--- src/rtl/input_skew_unit.sv ---
// Diagonal skew stage feeding the systolic array rows: lane k is delayed k+1
// cycles, with stream/drain tracking that reports when the last element has left.
module input_skew_unit #(
    parameter int unsigned LANES  = 12,
    parameter int unsigned LANE_W = 8,
    parameter int unsigned CNT_W  = 8
) (
    input  logic                      clk,
    input  logic                      rst,
    input  logic [LANES*LANE_W-1:0]   i_vec,
    input  logic                      i_vec_valid,
    input  logic                      i_flush,
    output logic [LANES*LANE_W-1:0]   o_lane_data,
    output logic [LANES-1:0]          o_lane_valid,
    output logic                      o_busy,
    output logic                      o_drain_done,
    output logic [CNT_W-1:0]          o_vec_cnt
);

    // Triangular shift storage: lane k owns stages [k*(k+1)/2 +: k+1].
    localparam int unsigned NSTG   = LANES * (LANES + 1) / 2;
    localparam int unsigned DCNT_W = (LANES > 2) ? $clog2(LANES) : 1;
    // Counter value one short of LANES-1: the exit happens on the cycle it would reach LANES-1.
    localparam logic [DCNT_W-1:0] DRAIN_LAST = DCNT_W'(LANES - 2);

    typedef enum logic [1:0] {
        IDLE   = 2'd0,
        STREAM = 2'd1,
        DRAIN  = 2'd2
    } state_t;

    logic [LANE_W-1:0] stg_data_q [NSTG];
    logic [LANE_W-1:0] stg_data_d [NSTG];
    logic [NSTG-1:0]   stg_vld_q;
    logic [NSTG-1:0]   stg_vld_d;

    state_t            state_q, state_d;
    logic [DCNT_W-1:0] dcnt_q, dcnt_d;
    logic              busy_q, busy_d;
    logic              done_q, done_d;
    logic [CNT_W-1:0]  vcnt_q, vcnt_d;

    always_comb begin
        for (int unsigned s = 0; s < NSTG; s++) begin
            stg_data_d[s] = '0;
        end
        stg_vld_d = '0;
        if (!i_flush) begin
            for (int unsigned k = 0; k < LANES; k++) begin
                for (int unsigned j = 0; j <= k; j++) begin
                    if (j == 0) begin
                        stg_data_d[k*(k+1)/2] = i_vec_valid ? i_vec[k*LANE_W +: LANE_W] : '0;
                        stg_vld_d[k*(k+1)/2]  = i_vec_valid;
                    end else begin
                        stg_data_d[k*(k+1)/2 + j] = stg_data_q[k*(k+1)/2 + j - 1];
                        stg_vld_d[k*(k+1)/2 + j]  = stg_vld_q[k*(k+1)/2 + j - 1];
                    end
                end
            end
        end
    end

    always_ff @(posedge clk or posedge rst) begin
        if (rst) begin
            for (int unsigned s = 0; s < NSTG; s++) begin
                stg_data_q[s] <= '0;
            end
            stg_vld_q <= '0;
        end else begin
            for (int unsigned s = 0; s < NSTG; s++) begin
                stg_data_q[s] <= stg_data_d[s];
            end
            stg_vld_q <= stg_vld_d;
        end
    end

    always_comb begin
        o_lane_data  = '0;
        o_lane_valid = '0;
        for (int unsigned k = 0; k < LANES; k++) begin
            o_lane_data[k*LANE_W +: LANE_W] = stg_data_q[k*(k+1)/2 + k];
            o_lane_valid[k]                 = stg_vld_q[k*(k+1)/2 + k];
        end
    end

    always_ff @(posedge clk or posedge rst) begin
        if (rst) begin
            state_q <= IDLE;
            dcnt_q  <= '0;
            busy_q  <= 1'b0;
            done_q  <= 1'b0;
            vcnt_q  <= '0;
        end else begin
            state_q <= state_d;
            dcnt_q  <= dcnt_d;
            busy_q  <= busy_d;
            done_q  <= done_d;
            vcnt_q  <= vcnt_d;
        end
    end

    always_comb begin
        state_d = state_q;
        dcnt_d  = dcnt_q;
        if (i_flush) begin
            state_d = IDLE;
            dcnt_d  = '0;
        end else begin
            case (state_q)
                IDLE: begin
                    if (i_vec_valid) begin
                        state_d = STREAM;
                    end
                end
                STREAM: begin
                    if (!i_vec_valid) begin
                        state_d = DRAIN;
                        dcnt_d  = '0;
                    end
                end
                DRAIN: begin
                    if (i_vec_valid) begin
                        state_d = STREAM;
                        dcnt_d  = '0;
                    end else if (dcnt_q == DRAIN_LAST) begin
                        state_d = IDLE;
                        dcnt_d  = '0;
                    end else begin
                        dcnt_d = dcnt_q + 1'b1;
                    end
                end
                default: begin
                    state_d = IDLE;
                    dcnt_d  = '0;
                end
            endcase
        end
    end

    always_comb begin
        busy_d = (state_d != IDLE);
        done_d = (state_q == DRAIN) && (state_d == IDLE) && !i_flush;
        if (i_flush) begin
            vcnt_d = '0;
        end else if (i_vec_valid) begin
            vcnt_d = vcnt_q + 1'b1;
        end else begin
            vcnt_d = vcnt_q;
        end
    end

    assign o_busy       = busy_q;
    assign o_drain_done = done_q;
    assign o_vec_cnt    = vcnt_q;

endmodule

--- config.mk ---
export PLATFORM = sky130hd
export DESIGN_NAME = input_skew_unit
export DESIGN_NICKNAME = d
export VERILOG_FILES = /design/src/rtl/input_skew_unit.sv
export SDC_FILE = /design/constraint.sdc
export NUM_CORES = 1
export LEC_CHECK = 0
export CAP_MARGIN = 20
export CORE_MARGIN = 1
export CORE_UTILIZATION = 50
export DETAILED_ROUTE_END_ITERATION = 8
export PLACE_DENSITY = 0.71
export SLEW_MARGIN = 20
export SYNTH_ARGS = -nofsm -noshare
export SYNTH_HDL_FRONTEND = slang
export SYNTH_SLANG_ARGS = --single-unit
--- constraint.sdc ---
create_clock -name clk -period 21.5 [get_ports clk]
set_clock_uncertainty 0.2 [all_clocks]
set_input_delay 4.3 -clock clk [delete_from_list [all_inputs] [get_ports clk]]
set_output_delay 4.3 -clock clk [all_outputs]
set_load 0.02 [all_outputs]
==> results.txt, run 1 <==
----------------------------------------------------
[Drt]
  Number of DRC markers in iteration 0 ... 602
  Detail-routed net length per standard cell ... 12.9 um
  Vias per std cell ... 4.32
  Count of nets left with antenna violations after detail routing ... 0
  Remaining DRCs ... 0
  Vias ... 9815
  First-pass DRT Iterations ... 4
  Final wirelength ... 29400 um

[GRT]
  Vias in the first global route ... 9971
  Number of antenna violations at the first check in global routing ... 4
  GRT Total Usage ... 0.140
  Largest net degree at the start of global routing ... 210
  Global-route wire length before repair ... roughly 49000 um
  Gr ovfl total ... 0

[STA]
  Max Clk Rate ... roughly 140 MHz
  Final critical delay including setup and external delays ... 6.99 ns
  Final hold violation count ... 0
  Max Slew Vio Count ... 0
  Worst Tran Pin Value ... 0.967 ns
  Final Cycle Share ... 0.325
  Setup repair after global routing missed its margin ... false
  Final setup viols ... 0
  Total Neg Setup Slack ... 0 ns
  Worst slew margin ... 0.355

[Layout]
  Share of layout cells above drive strength 1 ... 0.0699
  Final core utilization ... 0.603
  Total Nets Final ... 1744
  Ant diodes ... 0
  Post-Layout Cell Count ... 2272
  Total non-filler cell area in the finished layout ... 0.0259 mm2
  Area growth from synthesis to layout ... 19.2%

[Synth]
  Cell with the most instances after synthesis ... sky130_fd_sc_hd__dfrtp_1
  Primary flip-flop cell chosen by synthesis mapping ... sky130_fd_sc_hd__dfrtp_1
  Cell types occupying the most area after synthesis ... sky130_fd_sc_hd__dfrtp_1 75%, sky130_fd_sc_hd__nor2b_1 16%, sky130_fd_sc_hd__buf_4 3.3%, sky130_fd_sc_hd__and2_1 2.8%, sky130_fd_sc_hd__buf_2 1.1%
  Commonest cells in the netlist ... 652 x sky130_fd_sc_hd__dfrtp_1, 539 x sky130_fd_sc_hd__nor2b_1, 96 x sky130_fd_sc_hd__and2_1, 96 x sky130_fd_sc_hd__buf_4, 48 x sky130_fd_sc_hd__buf_2
  Sequential fraction of the synthesis area ... 0.751
  Synthesized area per cell ... 14.4 um2
  Mapped Area ... around 0.022 mm2
  FFs w/ async S/R, synth ... 1.00
  Instance count of the mapped netlist ... 1512
  Share of the synthesized area in the top cell type ... 0.751
  #FFs+latches synth ... 652
  Count of cell types in the netlist ... 32
  Number of enable-type register cells in the synthesized netlist ... 0
  Leading area contributor after synthesis ... sky130_fd_sc_hd__dfrtp_1
  Count of warnings emitted by yosys ... 0
  Total nets after synthesis ... 1615

[Placed design]
  Final weighted congestion in routability-driven placement ... roughly 0.74
  Instance count after placement with tap cells included ... approximately 2.2k
  Post-DP HPWL ... 15600 um
  Instance area at placement ... roughly 0.024 mm2
  IO Port Bufs ... 217

[Clocking]
  Hold buffer count at CTS ... 0
  Clock-pin slew of the registers on the worst-case setup and hold paths ... 0.06 ns
  Number of buffers added for setup after CTS ... 0
  Clock Root Buffer ... sky130_fd_sc_hd__clkbuf_16
  Worst-case clock buffer depth ... 3
  Clock tree from TritonCTS ... done
  # clock sinks ... 652
  Total CTS buffers ... between 60 and 70
  Clock latency on the worst-skew pair ... 0.56 ns
  CTS H-tree lvls ... 3
  Number of gates resized after CTS ... 0

[Status]
  Result of the run ... completed

[Floorplan]
  Die Width ... 210 um
  Number of placement rows ... 76
  Die span in y ... 210 um
  Die area ... ~0.044 mm2
  Effective utilization at floorplan ... 0.506
  Number of placed I/O pins ... 218
  Area of the core ... 0.0430 mm2

[Power]
  PD cells ... 94.3 mW/mm2
  Maximum ir drop on the vdd rail ... 0.0552 mV
  Leakage Power ... between 10 and 15 nW

[Setup path]
  WP data required ... 21.90 ns
  Crit Path Category ... input pin to async pin
  Kind of end point of the critical path ... async pin
  Maximum fanout along the worst path ... 142
  Arrival time of data at the critical path endpoint ... 7.39 ns
  Startpoint Class ... input pin

[Flow run]
  Maximum capacitance violations ... 0

[Min path]
  Worst min-delay path category ... flop to flop

----------------------------------------------------
[layout make-up]
type	instances	area (um2)
timing repair buffer	229	2350
multi-input combinational	688	4340
clock inverter	16	173
tap	585	732
sequential	652	16300
inverter	4	18.8
fill	3259	17100
clock buffer	98	1990
[registers in the layout (all words and copies together), names as in the netlist]
name          flops
stg_data_q      528
o_lane_data      96
stg_vld_q        12
o_vec_cnt         8
dcnt_q            4
state_q           2
o_busy            1
o_drain_done      1
[cells in the final DEF (no fill, tap or decap), types with 3 or more instances in the layout]
cell and n:
sky130_fd_sc_hd__dfrtp_1 652, sky130_fd_sc_hd__clkbuf_1 14, sky130_fd_sc_hd__nand2_1 7, sky130_fd_sc_hd__clkbuf_8 15, sky130_fd_sc_hd__bufinv_16 3, sky130_fd_sc_hd__xor2_1 6, sky130_fd_sc_hd__clkinv_2 8, sky130_fd_sc_hd__buf_4 4
sky130_fd_sc_hd__buf_6 4, sky130_fd_sc_hd__ha_1 3, sky130_fd_sc_hd__and2_1 96, sky130_fd_sc_hd__clkdlybuf4s50_1 216, sky130_fd_sc_hd__nor2b_1 539, sky130_fd_sc_hd__inv_1 3, sky130_fd_sc_hd__clkbuf_16 69, sky130_fd_sc_hd__nor2_1 10
sky130_fd_sc_hd__nand4_1 3
[critical path, stage by stage]
cell	delay (ns)
sky130_fd_sc_hd__clkdlybuf4s50_1	0.45
sky130_fd_sc_hd__clkinvlp_4	0.10
sky130_fd_sc_hd__buf_12	0.26
sky130_fd_sc_hd__buf_16	0.53
sky130_fd_sc_hd__buf_12	0.46
sky130_fd_sc_hd__buf_16	0.49
sky130_fd_sc_hd__buf_6	0.65
[where the power goes]
| group | internal (mW) | switching, mW | total [mW] |
|---|---|---|---|
| clock | 0.674 | 0.436 | 1.11 |
| combinational | 0.0328 | 0.0503 | 0.0831 |
| sequential | 1.24 | 0.00415 | 1.25 |
| total | 1.95 | 0.491 | 2.44 |
[metrics by stage]
| stage | power, mW | setup WS, ns | hold WS (ns) |
|---|---|---|---|
| finish | 2.44 | 14.51 | 0.244 |
| global route | 2.54 | 13.98 | 0.261 |
| CTS | 2.48 | 14.19 | 0.245 |
| detailed placement | 1.36 | 13.57 | 0.246 |
| global placement | 1.35 | 13.64 | 0.240 |
| floorplan | 1.33 | 8.09 | 0.239 |
[routing by layer]
layer  vias to the layer above  global-route usage  wire [um]
met1                      4815               0.177      12200
li1                       4737                   -          -
met2                       178               0.220      14300
met5                         -                   0         37
met3                        79              0.0462       1890
met4                         6              0.0647        926
[cell families after synthesis]
family	count (synthesis)	share of synthesized area
simple gates	666	0.191
flops	652	0.751
buf+inv	172	0.0495
compound gates	11	0.00374
xor+xnor	7	0.00282
fa+ha+maj	3	0.00173
mux	1	0.000461
[final timing paths]
check                      cells after the start  slack (ns)             from         endpoint
min in group asynchronous                      3        3.99              rst   stg_data_q[81]
min                                            1        0.24  stg_data_q[157]  stg_data_q[149]
min reg2reg                                    1        0.24  stg_data_q[157]  stg_data_q[149]
max reg2reg                                    4       19.97       state_q[0]        dcnt_q[2]
max                                            7       14.51              rst  stg_data_q[387]
max in group clk                               4       14.94          i_flush  o_lane_data[63]
Note: power is estimated with default switching activity, not from simulation.
==> run 2: changes to the inputs <==
Clock period 21.5 ns to 5.85 ns, I/O delays scaled along.
==> results.txt, run 2 (same netlist as run 1, synthesis figures left out) <==
----------------------------------------------------
[Power]
  Sw frac ... 0.204 (+0.00288)
  Combinational cell fraction of total power ... 0.034 (about the same)
  Leakage Power ... 12.6 nW (about the same)
  Maximum ir drop on the vdd rail ... 0.261 mV (+370%)
  PD cells ... 348 mW/mm2 (+270%)
  Design Power ... 9.02 mW (+270%)
  Switching power summed over all nets ... 1.84 mW (+270%)
  Clock share of power ... 0.457 (+0.002)
  Internal Power ... 7.18 mW (+270%)
  Fraction of power consumed by sequential logic ... 0.509 (-0.002)

[Layout]
  Largest Register ... stg_data_q
  Most common cell after layout, fill and taps aside ... sky130_fd_sc_hd__dfrtp_1
  Most frequent cells in the layout ... 652 x sky130_fd_sc_hd__dfrtp_1, 539 x sky130_fd_sc_hd__nor2b_1, 216 x sky130_fd_sc_hd__clkdlybuf4s50_1, 96 x sky130_fd_sc_hd__and2_1, 69 x sky130_fd_sc_hd__clkbuf_16
  Register area ... 0.0163 mm2 (unchanged)
  Post-Layout Cell Count ... 2279 (+0.31%)
  Footprint of the multi-input gates ... 0.00434 mm2 (unchanged)
  Area growth from synthesis to layout ... 19.3% (about the same)
  Fillcell total ... 3279 (+0.61%)
  Total Nets Final ... 1745 (+0.057%)
  Share of layout cells above drive strength 1 ... 0.0710 (+0.00102)
  Number of flip-flops in the largest register ... 528 (unchanged)

[Clocking]
  Total CTS buffers ... 67 (+1.5%)
  Hold buffer count at CTS ... 0 (unchanged)
  Clock latency on the worst-skew pair ... 0.56 ns (about the same)
  Worst-case clock buffer depth ... 3 (unchanged)
  Clock-pin slew of the registers on the worst-case setup and hold paths ... 0.06 ns (about the same)
  Clock tree from TritonCTS ... done
  # clock sinks ... 652 (unchanged)
  Clock Root Buffer ... sky130_fd_sc_hd__clkbuf_16
  Number of gates resized after CTS ... 0 (unchanged)
  Number of buffers added for setup after CTS ... 0 (unchanged)
  CTS H-tree lvls ... 3 (unchanged)

[Drt]
  Detail-routed net length per standard cell ... 13.0 um (+0.86%)
  Vias per std cell ... 4.31 (-0.28%)
  Number of DRC markers in iteration 0 ... 552 (-8.3%)
  Count of nets left with antenna violations after detail routing ... 0 (unchanged)
  Remaining DRCs ... 0 (unchanged)
  Vias ... 9818 (+0.031%)
  First-pass DRT Iterations ... 4 (unchanged)
  Final wirelength ... 29700 um (+1.2%)

[Floorplan]
  Area of the core ... 0.0430 mm2 (unchanged)
  Number of placement rows ... 76 (unchanged)
  Effective utilization at floorplan ... 0.506 (unchanged)
  Number of placed I/O pins ... 218 (unchanged)
  Die Width ... 210 um (unchanged)
  Die span in y ... 210 um (unchanged)
  Die area ... 0.0443 mm2 (unchanged)

[STA]
  Final setup viols ... 0 (unchanged)
  Max Slew Vio Count ... 0 (unchanged)
  Worst slew margin ... 0.312 (-0.0438)
  Worst Tran Pin Value ... 1.03 ns (+0.0657 ns)
  Final Cycle Share ... 0.526
  Final critical delay including setup and external delays ... 3.07 ns
  Setup repair after global routing missed its margin ... false
  Max Clk Rate ... 325 MHz
  Final hold violation count ... 0 (unchanged)

[GRT]
  GRT Total Usage ... 0.139 (-0.000483)
  Met3 demand-to-capacity share in global routing ... 0.0501 (+0.00387)
  Met2 capacity usage during global routing ... 0.226 (+0.00639)
  Vias in the first global route ... 9966 (-0.050%)
  Number of antenna violations at the first check in global routing ... 5 (+1)
  Busiest metal layer after global routing ... met2
  Largest net degree at the start of global routing ... 252 (+20%)
  Global-route wire length before repair ... 48900 um (-0.75%)
  Global routing met1 resource utilization ... 0.167 (-0.0103)
  Gr ovfl total ... 0 (unchanged)

[Setup path]
  Maximum fanout along the worst path ... 40 (-72%)
  Kind of end point of the critical path ... flop
  Family with the most delay on the worst path ... buffers and inverters
  WP data required ... 6.13 ns (-15.77 ns)
  Crit Path Category ... input pin to flop
  Crit path max-delay cell type ... sky130_fd_sc_hd__clkdlybuf4s50_1
  Maximum cell stage delay along the critical path ... 0.82 ns (+0.17 ns)
  Cell-by-cell listing of the critical path ... clkdlybuf4s50_1 > inv_1 > nor2_4 > buf_4 > and2_1
  Startpoint Class ... input pin
  Bufs and invs on worst path ... 3 (-4)
  Arrival time of data at the critical path endpoint ... 3.36 ns (-4.03 ns)

[Flow run]
  Maximum capacitance violations ... 0 (unchanged)

[Min path]
  Worst min-delay path category ... flop to flop

[Placed design]
  IO Port Bufs ... 217 (unchanged)
  Final weighted congestion in routability-driven placement ... 0.772 (+4.8%)
  Post-DP HPWL ... 16000 um (+2.4%)
  Instance count after placement with tap cells included ... 2157 (+0.046%)

[Status]
  Result of the run ... completed

----------------------------------------------------
run 2: changes by cell type in the layout (fill, tap and decap cells not counted), moves of 3 or more:
cell	before	now
sky130_fd_sc_hd__buf_12	2	5
sky130_fd_sc_hd__clkinv_2	8	12
sky130_fd_sc_hd__buf_6	4	0
sky130_fd_sc_hd__clkbuf_8	15	11
sky130_fd_sc_hd__diode_2	0	3
run 2: power groups by stage:
stage	Sequential (mW)	Clock [mW]	Combinational (mW)
after floorplan	4.68	0	0.194
after global placement	4.67	0	0.307
after detailed placement	4.67	0	0.317
after CTS	4.59	4.27	0.318
after global routing	4.59	4.46	0.350
final	4.59	4.12	0.308
run 2: worst paths after layout:
| path | from | end | slack [ns] | cells past startpoint |
|---|---|---|---|---|
| worst max-delay path | i_vec_valid | stg_data_q[595] | 2.78 | 5 |
| worst min-delay path | stg_data_q[90] | stg_data_q[82] | 0.24 | 1 |
| worst max register to register | state_q[0] | dcnt_q[2] | 4.25 | 4 |
| worst min register to register | stg_data_q[90] | stg_data_q[82] | 0.24 | 1 |
| max in group asynchronous | rst | stg_data_q[490] | 3.42 | 3 |
| min in group asynchronous | rst | stg_data_q[224] | 0.81 | 2 |
run 2: layout make-up:
class	instances	area share
inverter	4	0.000724
clock buffer	96	0.0747
tap	585	0.0282
sequential	652	0.629
timing repair buffer	229	0.0906
antenna	3	0.000289
clock inverter	22	0.00888
multi-input combinational	688	0.167
run 2: per-layer routing:
metal  share of wire  up-vias
met1            0.41     4811
li1                -     4738
met4           0.029        4
met3           0.073       67
met5         0.00084        -
met2            0.49      198
run 2: through the flow:
step | hold slack, ns | util | area [um2] | setup slack (ns) | TNS (ns)
6_report | 0.244 | 0.603 | 25900 | 2.78 | 0
3_3_place_gp | 0.240 | 0.552 | 23700 | 1.96 | 0
4_1_cts | 0.248 | 0.603 | 25900 | 2.42 | 0
3_5_place_dp | 0.246 | 0.552 | 23700 | 1.83 | 0
5_1_grt | 0.264 | 0.603 | 25900 | 2.63 | 0
2_1_floorplan | 0.239 | - | 21700 | -4.43 | -2888.74
